==> src/rtl/benes_pkg.sv <==
// Shared definitions for the benes permutation network and its configuration controller.
// Provides the size derivation helpers and the controller state type.
//   benes_tagwidth(size) : address bits per port
//   benes_stages(size)   : switch stages (2*log2(size)-1)
//   benes_sww(size)      : switches per stage (size/2)
//   benes_bitwidth(size) : total control bits (stages*switches)
package benes_pkg;

    function automatic int unsigned benes_tagwidth(input int unsigned size);
        return $clog2(size);
    endfunction

    function automatic int unsigned benes_stages(input int unsigned size);
        return 2 * $clog2(size) - 1;
    endfunction

    function automatic int unsigned benes_sww(input int unsigned size);
        return size / 2;
    endfunction

    function automatic int unsigned benes_bitwidth(input int unsigned size);
        return benes_stages(size) * benes_sww(size);
    endfunction

    typedef enum logic [1:0] {
        StLoad,
        StFull,
        StDrain,
        StSwap
    } benes_cfg_state_t;

endpackage

==> src/rtl/benes_vld_pipe.sv <==
// Valid-bit shadow of the LAT-deep registered data path around the benes network.
// Ports:
//   clk, n_rst : clock, asynchronous active-low reset
//   i_adv      : advance enable shared with every data-path register
//   i_in       : valid bit entering stage 0
//   o_out      : valid bit leaving the last stage
//   o_empty    : no beat anywhere in the pipe
module benes_vld_pipe #(
    parameter int unsigned LAT = 1
) (
    input  logic clk,
    input  logic n_rst,
    input  logic i_adv,
    input  logic i_in,
    output logic o_out,
    output logic o_empty
);

    logic [LAT-1:0] r_vld;

    generate
        if (LAT == 1) begin : g_single
            always_ff @(posedge clk or negedge n_rst) begin
                if (!n_rst) begin
                    r_vld <= '0;
                end else if (i_adv) begin
                    r_vld <= i_in;
                end
            end
        end else begin : g_multi
            always_ff @(posedge clk or negedge n_rst) begin
                if (!n_rst) begin
                    r_vld <= '0;
                end else if (i_adv) begin
                    r_vld <= {r_vld[LAT-2:0], i_in};
                end
            end
        end
    endgenerate

    assign o_out   = r_vld[LAT-1];
    assign o_empty = ~|r_vld;

endmodule

==> src/rtl/benes_cfg_ctrl.sv <==
// Configuration and flow controller for the benes permutation network.
// A new permutation is loaded stage by stage into a shadow register and only copied to the
// active control_bit once the data path is empty, so no beat sees a mixed configuration.
// Optional feature macro: BENES_CFG_PARITY_EN adds cfg_par (even parity over cfg_data).
// Ports:
//   clk, n_rst                     : clock, asynchronous active-low reset
//   cfg_valid/cfg_ready/cfg_data   : one stage of switch bits per accepted beat
//   cfg_last                       : marks the beat for the final stage
//   cfg_par                        : even parity over cfg_data (parity build only)
//   commit/commit_done             : level swap request / one-cycle completion pulse
//   in_valid/in_ready              : data beat handshake at the network input
//   out_valid/out_ready            : data beat handshake at the network output
//   adv                            : enable for all data-path registers
//   control_bit                    : active configuration driven to benes
//   cfg_err/err_clr                : sticky protocol error and its clear
module benes_cfg_ctrl
    import benes_pkg::*;
#(
    parameter int unsigned SIZE = 32,
    parameter int unsigned LAT  = 1
) (
    input  logic                              clk,
    input  logic                              n_rst,
    input  logic                              cfg_valid,
    output logic                              cfg_ready,
    input  logic [benes_sww(SIZE)-1:0]        cfg_data,
    input  logic                              cfg_last,
`ifdef BENES_CFG_PARITY_EN
    input  logic                              cfg_par,
`endif
    input  logic                              commit,
    output logic                              commit_done,
    input  logic                              in_valid,
    output logic                              in_ready,
    output logic                              out_valid,
    input  logic                              out_ready,
    output logic                              adv,
    output logic [benes_bitwidth(SIZE)-1:0]   control_bit,
    output logic                              cfg_err,
    input  logic                              err_clr
);

    localparam int unsigned STAGES   = benes_stages(SIZE);
    localparam int unsigned SWW      = benes_sww(SIZE);
    localparam int unsigned BITWIDTH = benes_bitwidth(SIZE);
    localparam int unsigned KW       = $clog2(STAGES + 1);

    benes_cfg_state_t    r_state, w_state_next;
    logic [KW-1:0]       r_k, w_k_next;
    logic [BITWIDTH-1:0] r_shadow, w_shadow_next;
    logic [BITWIDTH-1:0] r_ctrl, w_ctrl_next;
    logic                r_err, w_err_next, w_err_set;
    logic                w_adv, w_pipe_empty, w_in_fire;
    logic                w_at_last, w_par_bad, w_beat_bad;

    // Whole pipe stalls when the output beat is not taken.
    assign w_adv     = ~out_valid | out_ready;
    assign adv       = w_adv;
    assign in_ready  = w_adv & ((r_state == StLoad) | (r_state == StFull));
    assign w_in_fire = in_valid & in_ready;

    benes_vld_pipe #(
        .LAT (LAT)
    ) u_vld_pipe (
        .clk     (clk),
        .n_rst   (n_rst),
        .i_adv   (w_adv),
        .i_in    (w_in_fire),
        .o_out   (out_valid),
        .o_empty (w_pipe_empty)
    );

`ifdef BENES_CFG_PARITY_EN
    assign w_par_bad = cfg_par != (^cfg_data);
`else
    assign w_par_bad = 1'b0;
`endif

    // cfg_last must appear exactly on the final stage's beat.
    assign w_at_last  = (r_k == KW'(STAGES - 1));
    assign w_beat_bad = (cfg_last != w_at_last) | w_par_bad;

    always_comb begin
        w_state_next  = r_state;
        w_k_next      = r_k;
        w_shadow_next = r_shadow;
        w_ctrl_next   = r_ctrl;
        w_err_set     = 1'b0;
        cfg_ready     = 1'b0;
        commit_done   = 1'b0;

        unique case (r_state)
            StLoad: begin
                cfg_ready = 1'b1;
                if (cfg_valid) begin
                    if (w_beat_bad) begin
                        w_err_set     = 1'b1;
                        w_k_next      = '0;
                        w_shadow_next = '0;
                    end else begin
                        w_shadow_next[r_k*SWW +: SWW] = cfg_data;
                        w_k_next = r_k + KW'(1);
                        if (cfg_last) begin
                            w_state_next = StFull;
                        end
                    end
                end
            end
            StFull: begin
                if (commit) begin
                    w_state_next = StDrain;
                end
            end
            StDrain: begin
                if (w_pipe_empty) begin
                    w_state_next = StSwap;
                end
            end
            StSwap: begin
                commit_done  = 1'b1;
                w_ctrl_next  = r_shadow;
                w_k_next     = '0;
                w_state_next = StLoad;
            end
        endcase

        // A new error outranks a simultaneous clear.
        if (w_err_set) begin
            w_err_next = 1'b1;
        end else if (err_clr) begin
            w_err_next = 1'b0;
        end else begin
            w_err_next = r_err;
        end
    end

    always_ff @(posedge clk or negedge n_rst) begin
        if (!n_rst) begin
            r_state  <= StLoad;
            r_k      <= '0;
            r_shadow <= '0;
            r_ctrl   <= '0;
            r_err    <= 1'b0;
        end else begin
            r_state  <= w_state_next;
            r_k      <= w_k_next;
            r_shadow <= w_shadow_next;
            r_ctrl   <= w_ctrl_next;
            r_err    <= w_err_next;
        end
    end

    assign control_bit = r_ctrl;
    assign cfg_err     = r_err;

endmodule
==> config.mk <==
export PLATFORM = sky130hd
export DESIGN_NAME = benes_cfg_ctrl
export DESIGN_NICKNAME = d
export VERILOG_FILES = /design/src/rtl/benes_pkg.sv /design/src/rtl/benes_vld_pipe.sv /design/src/rtl/benes_cfg_ctrl.sv
export SDC_FILE = /design/constraint.sdc
export NUM_CORES = 1
export LEC_CHECK = 0
export BUFFER_PORTS_ARGS = -buffer_cell sky130_fd_sc_hd__buf_2
export CAP_MARGIN = 20
export CORE_UTILIZATION = 50
export DETAILED_ROUTE_END_ITERATION = 6
export MAX_ROUTING_LAYER = met4
export PLACE_DENSITY = 0.71
export SLEW_MARGIN = 20
export SYNTH_ARGS = -nofsm -noshare
export SYNTH_HDL_FRONTEND = slang
export SYNTH_SLANG_ARGS = --single-unit
==> constraint.sdc <==
create_clock -name clk -period 5.5 [get_ports clk]
set_clock_uncertainty 0.2 [all_clocks]
set_input_delay 0.55 -clock clk [delete_from_list [all_inputs] [get_ports clk]]
set_output_delay 0.55 -clock clk [all_outputs]
set_load 0.05 [all_outputs]
==> reports/summary.txt <==
Setup TNS -> 0 ns
VDD IR-drop max -> 403 uV
CP Data Required Time -> 5.71 ns
Area delta synth->final -> 18.8%
Max-cap violations -> 0
Tightest Pin Transition -> 1.11 ns
Postcts setup bufs -> 0
Primary FF master, synth -> dfrtp_1
CP Launch Point -> r_k[0]
FF-to-FF Start -> r_k[0]
Synth Net Count -> 890
Die Area -> 24300 sq um
RSZ-0062 raised after global routing -> no
Most frequent cells in the layout -> dfrtp_1 (296), buf_2 (172), mux2_2 (156)
Drt pass-1 iters -> 4
ANT nets after route -> 0
Reg2Reg Depth -> 6
Layout Cells excl Fill -> 1349
Final setup violation count -> 0
Clock transition at path regs -> 0.06 ns
R2r endpoint -> r_shadow[69]
Row count -> 55
Fmax -> 300 MHz
Min Tclk post-route -> 3.33 ns
GR Overflow Total -> 0
WS Path Type -> flop to flop
Layout cell share with drive strength beyond 1 -> 40.6%
Number of placed I/O pins -> 174
H-tree levels -> 1
Post_cts resized -> 0
DRC -> 0
Synth Instances -> 857
Worst path cell trace -> inv_1 -> ha_1 -> or3_4 -> and3_4 -> o31ai_4 -> mux2_2
Pleak -> 7.53 nW
Avg Cell Area, Syn -> 13.8 sq um
Pwr Density -> 437 nW/um^2
DR iter-0 viols -> 442
Worst Path Max Fanout -> 16
Asr flop ratio synth -> 100%
Core area -> 22900 sq um
Relative slew slack -> 25.5%
Worst Hold Class -> input port to flop
Post-synth EDFFs -> 0
First-pass GRT wire length -> 43.6 mm
Die W -> 156 um
IO Port Bufs -> 173
CP endpoint kind -> flop
Final Hold Fails -> 0
Ys Warns -> 0
GRT Resource Usage Total -> 24.1%
Clock tree buffer depth -> 3
CP max stage cell -> o31ai_4
Commonest non-fill, non-tap cell in the layout -> dfrtp_1
Die Height -> 156 um
CTS Root Buffer Type -> clkbuf_16
Largest net degree at the start of global routing -> 131
Met2 WL -> 12.2 mm
Hpwl dp -> 17.3 mm
Crit start category -> flop
Register area share after synthesis -> 62.5%
Worst-Skew Late Latency -> 0.53 ns
N_diodes -> 0
Net total in the final layout -> 1045
Initial Util -> 51.7%
GP Congestion -> 0.908
Synth cell types -> 51
CP endpoint -> r_shadow[69]
Max incr delay on CP -> 0.89 ns
Cts-stage hold buffer count -> 2
Wire per inst -> 20.4 um
Met3 WL -> 1.37 mm
Number of global-route vias before repair -> 7450
CTS tree -> done
Routed vias/inst -> 5.54
Pins Over Slew Limit -> 0
Cells after DPL -> 1291
Crit path DAT -> 3.55 ns
CTS sink cnt -> 296
Seq cells post-synth -> 296
Post-layout util -> 61.5%
Status -> completed
Final period utilization -> 60.6%
Post-Synthesis Cell Area -> 11900 sq um
M1 WL -> 13.4 mm
Top sig layer -> met4
Reg-to-reg setup timing slack -> 2.17 ns
Initial antenna violation count -> 0
Fillers -> 1823
TritonCTS buffer count -> 30
Detailed Route WL -> 27.5 mm
Total vias in the final route -> 7472
cells by family after synthesis:
group | Yosys count | share of synthesized area, %
fa+ha+maj | 9 | 0.950
simple gates | 141 | 6.29
compound gates | 142 | 9.57
buf+inv | 90 | 3.33
flops | 296 | 62.5
xor+xnor | 3 | 0.348
mux | 176 | 17.0
sequential cells by signal, summed over array words and instances, names as in the netlist:
| signal | count |
|---|---|
| control_bit | 144 |
| r_shadow | 144 |
| r_k | 4 |
| r_state | 2 |
| cfg_err | 1 |
| u_vld_pipe.o_out | 1 |
metrics by stage:
stage	cell area, sq um	setup slack [ns]	hold WS [ns]	power, mW
2_1_floorplan	11900	2.68	0.0544	3.64
3_5_place_dp	13000	2.19	0.263	4.01
3_3_place_gp	13000	2.23	0.255	4.00
6_report	14100	2.17	0.0525	6.16
5_1_grt	14100	1.91	0.0817	6.44
4_1_cts	14100	2.19	0.0254	6.21
power by group:
| group | leakage [nW] | internal, mW | switching [mW] | total [mW] |
|---|---|---|---|---|
| clock network | 0.542 | 1.36 | 0.823 | 2.19 |
| logic | 2.87 | 0.486 | 1.04 | 1.53 |
| registers | 4.13 | 2.33 | 0.117 | 2.45 |
Yosys cell counts, drive strengths merged, types with 4 or more instances:
library cell / number / area, sq um
a22o: 81 / 709
and3: 35 / 224
buf: 32 / 178
clkbuf: 34 / 128
dfrtp: 296 / 7410
ha: 9 / 113
inv: 24 / 90.1
mux2: 176 / 2020
nand2: 61 / 229
nand3: 8 / 40.0
nand4: 4 / 25.0
nor2: 10 / 40.0
o21ai: 31 / 159
o31ai: 19 / 170
worst max-delay path, delay by kind of cell (launching register included):
| family | cells | cell delay (ns) |
|---|---|---|
| flip-flops | 1 | 0.61 |
| AND/OR/NAND/NOR | 2 | 0.64 |
| multiplexers | 1 | 0.42 |
| adder cells (fa/ha/maj) | 1 | 0.34 |
| AO/OA/AOI/OAI | 1 | 0.89 |
| buffers and inverters | 1 | 0.12 |
worst min path at each step:
stage                       end    startpoint  cells after the start
2_1_floorplan           cfg_err         n_rst                      0
3_3_place_gp       r_shadow[88]  r_shadow[88]                      2
3_5_place_dp       r_shadow[88]  r_shadow[88]                      2
4_1_cts        u_vld_pipe.o_out      in_valid                      3
5_1_grt        u_vld_pipe.o_out      in_valid                      3
6_report       u_vld_pipe.o_out      in_valid                      3
final cells by class:
| cell class | count | area, sq um | share of cell area [%] |
|---|---|---|---|
| Clock buffer | 46 | 942 | 6.69 |
| Clock inverter | 10 | 160 | 1.14 |
| Inverter | 24 | 90.1 | 0.639 |
| Multi-Input combinational cell | 471 | 4070 | 28.9 |
| Sequential cell | 296 | 7410 | 52.6 |
| Tap cell | 313 | 392 | 2.78 |
| Timing Repair Buffer | 189 | 1030 | 7.28 |
per-layer routing:
layer / GRT usage, % / vias up
met4: 5.37 / 0
li1: - / 3364
met5: - / -
met2: 34.7 / 214
met1: 36.5 / 3857
met3: 2.94 / 37
(Power assumes the default switching activity.)
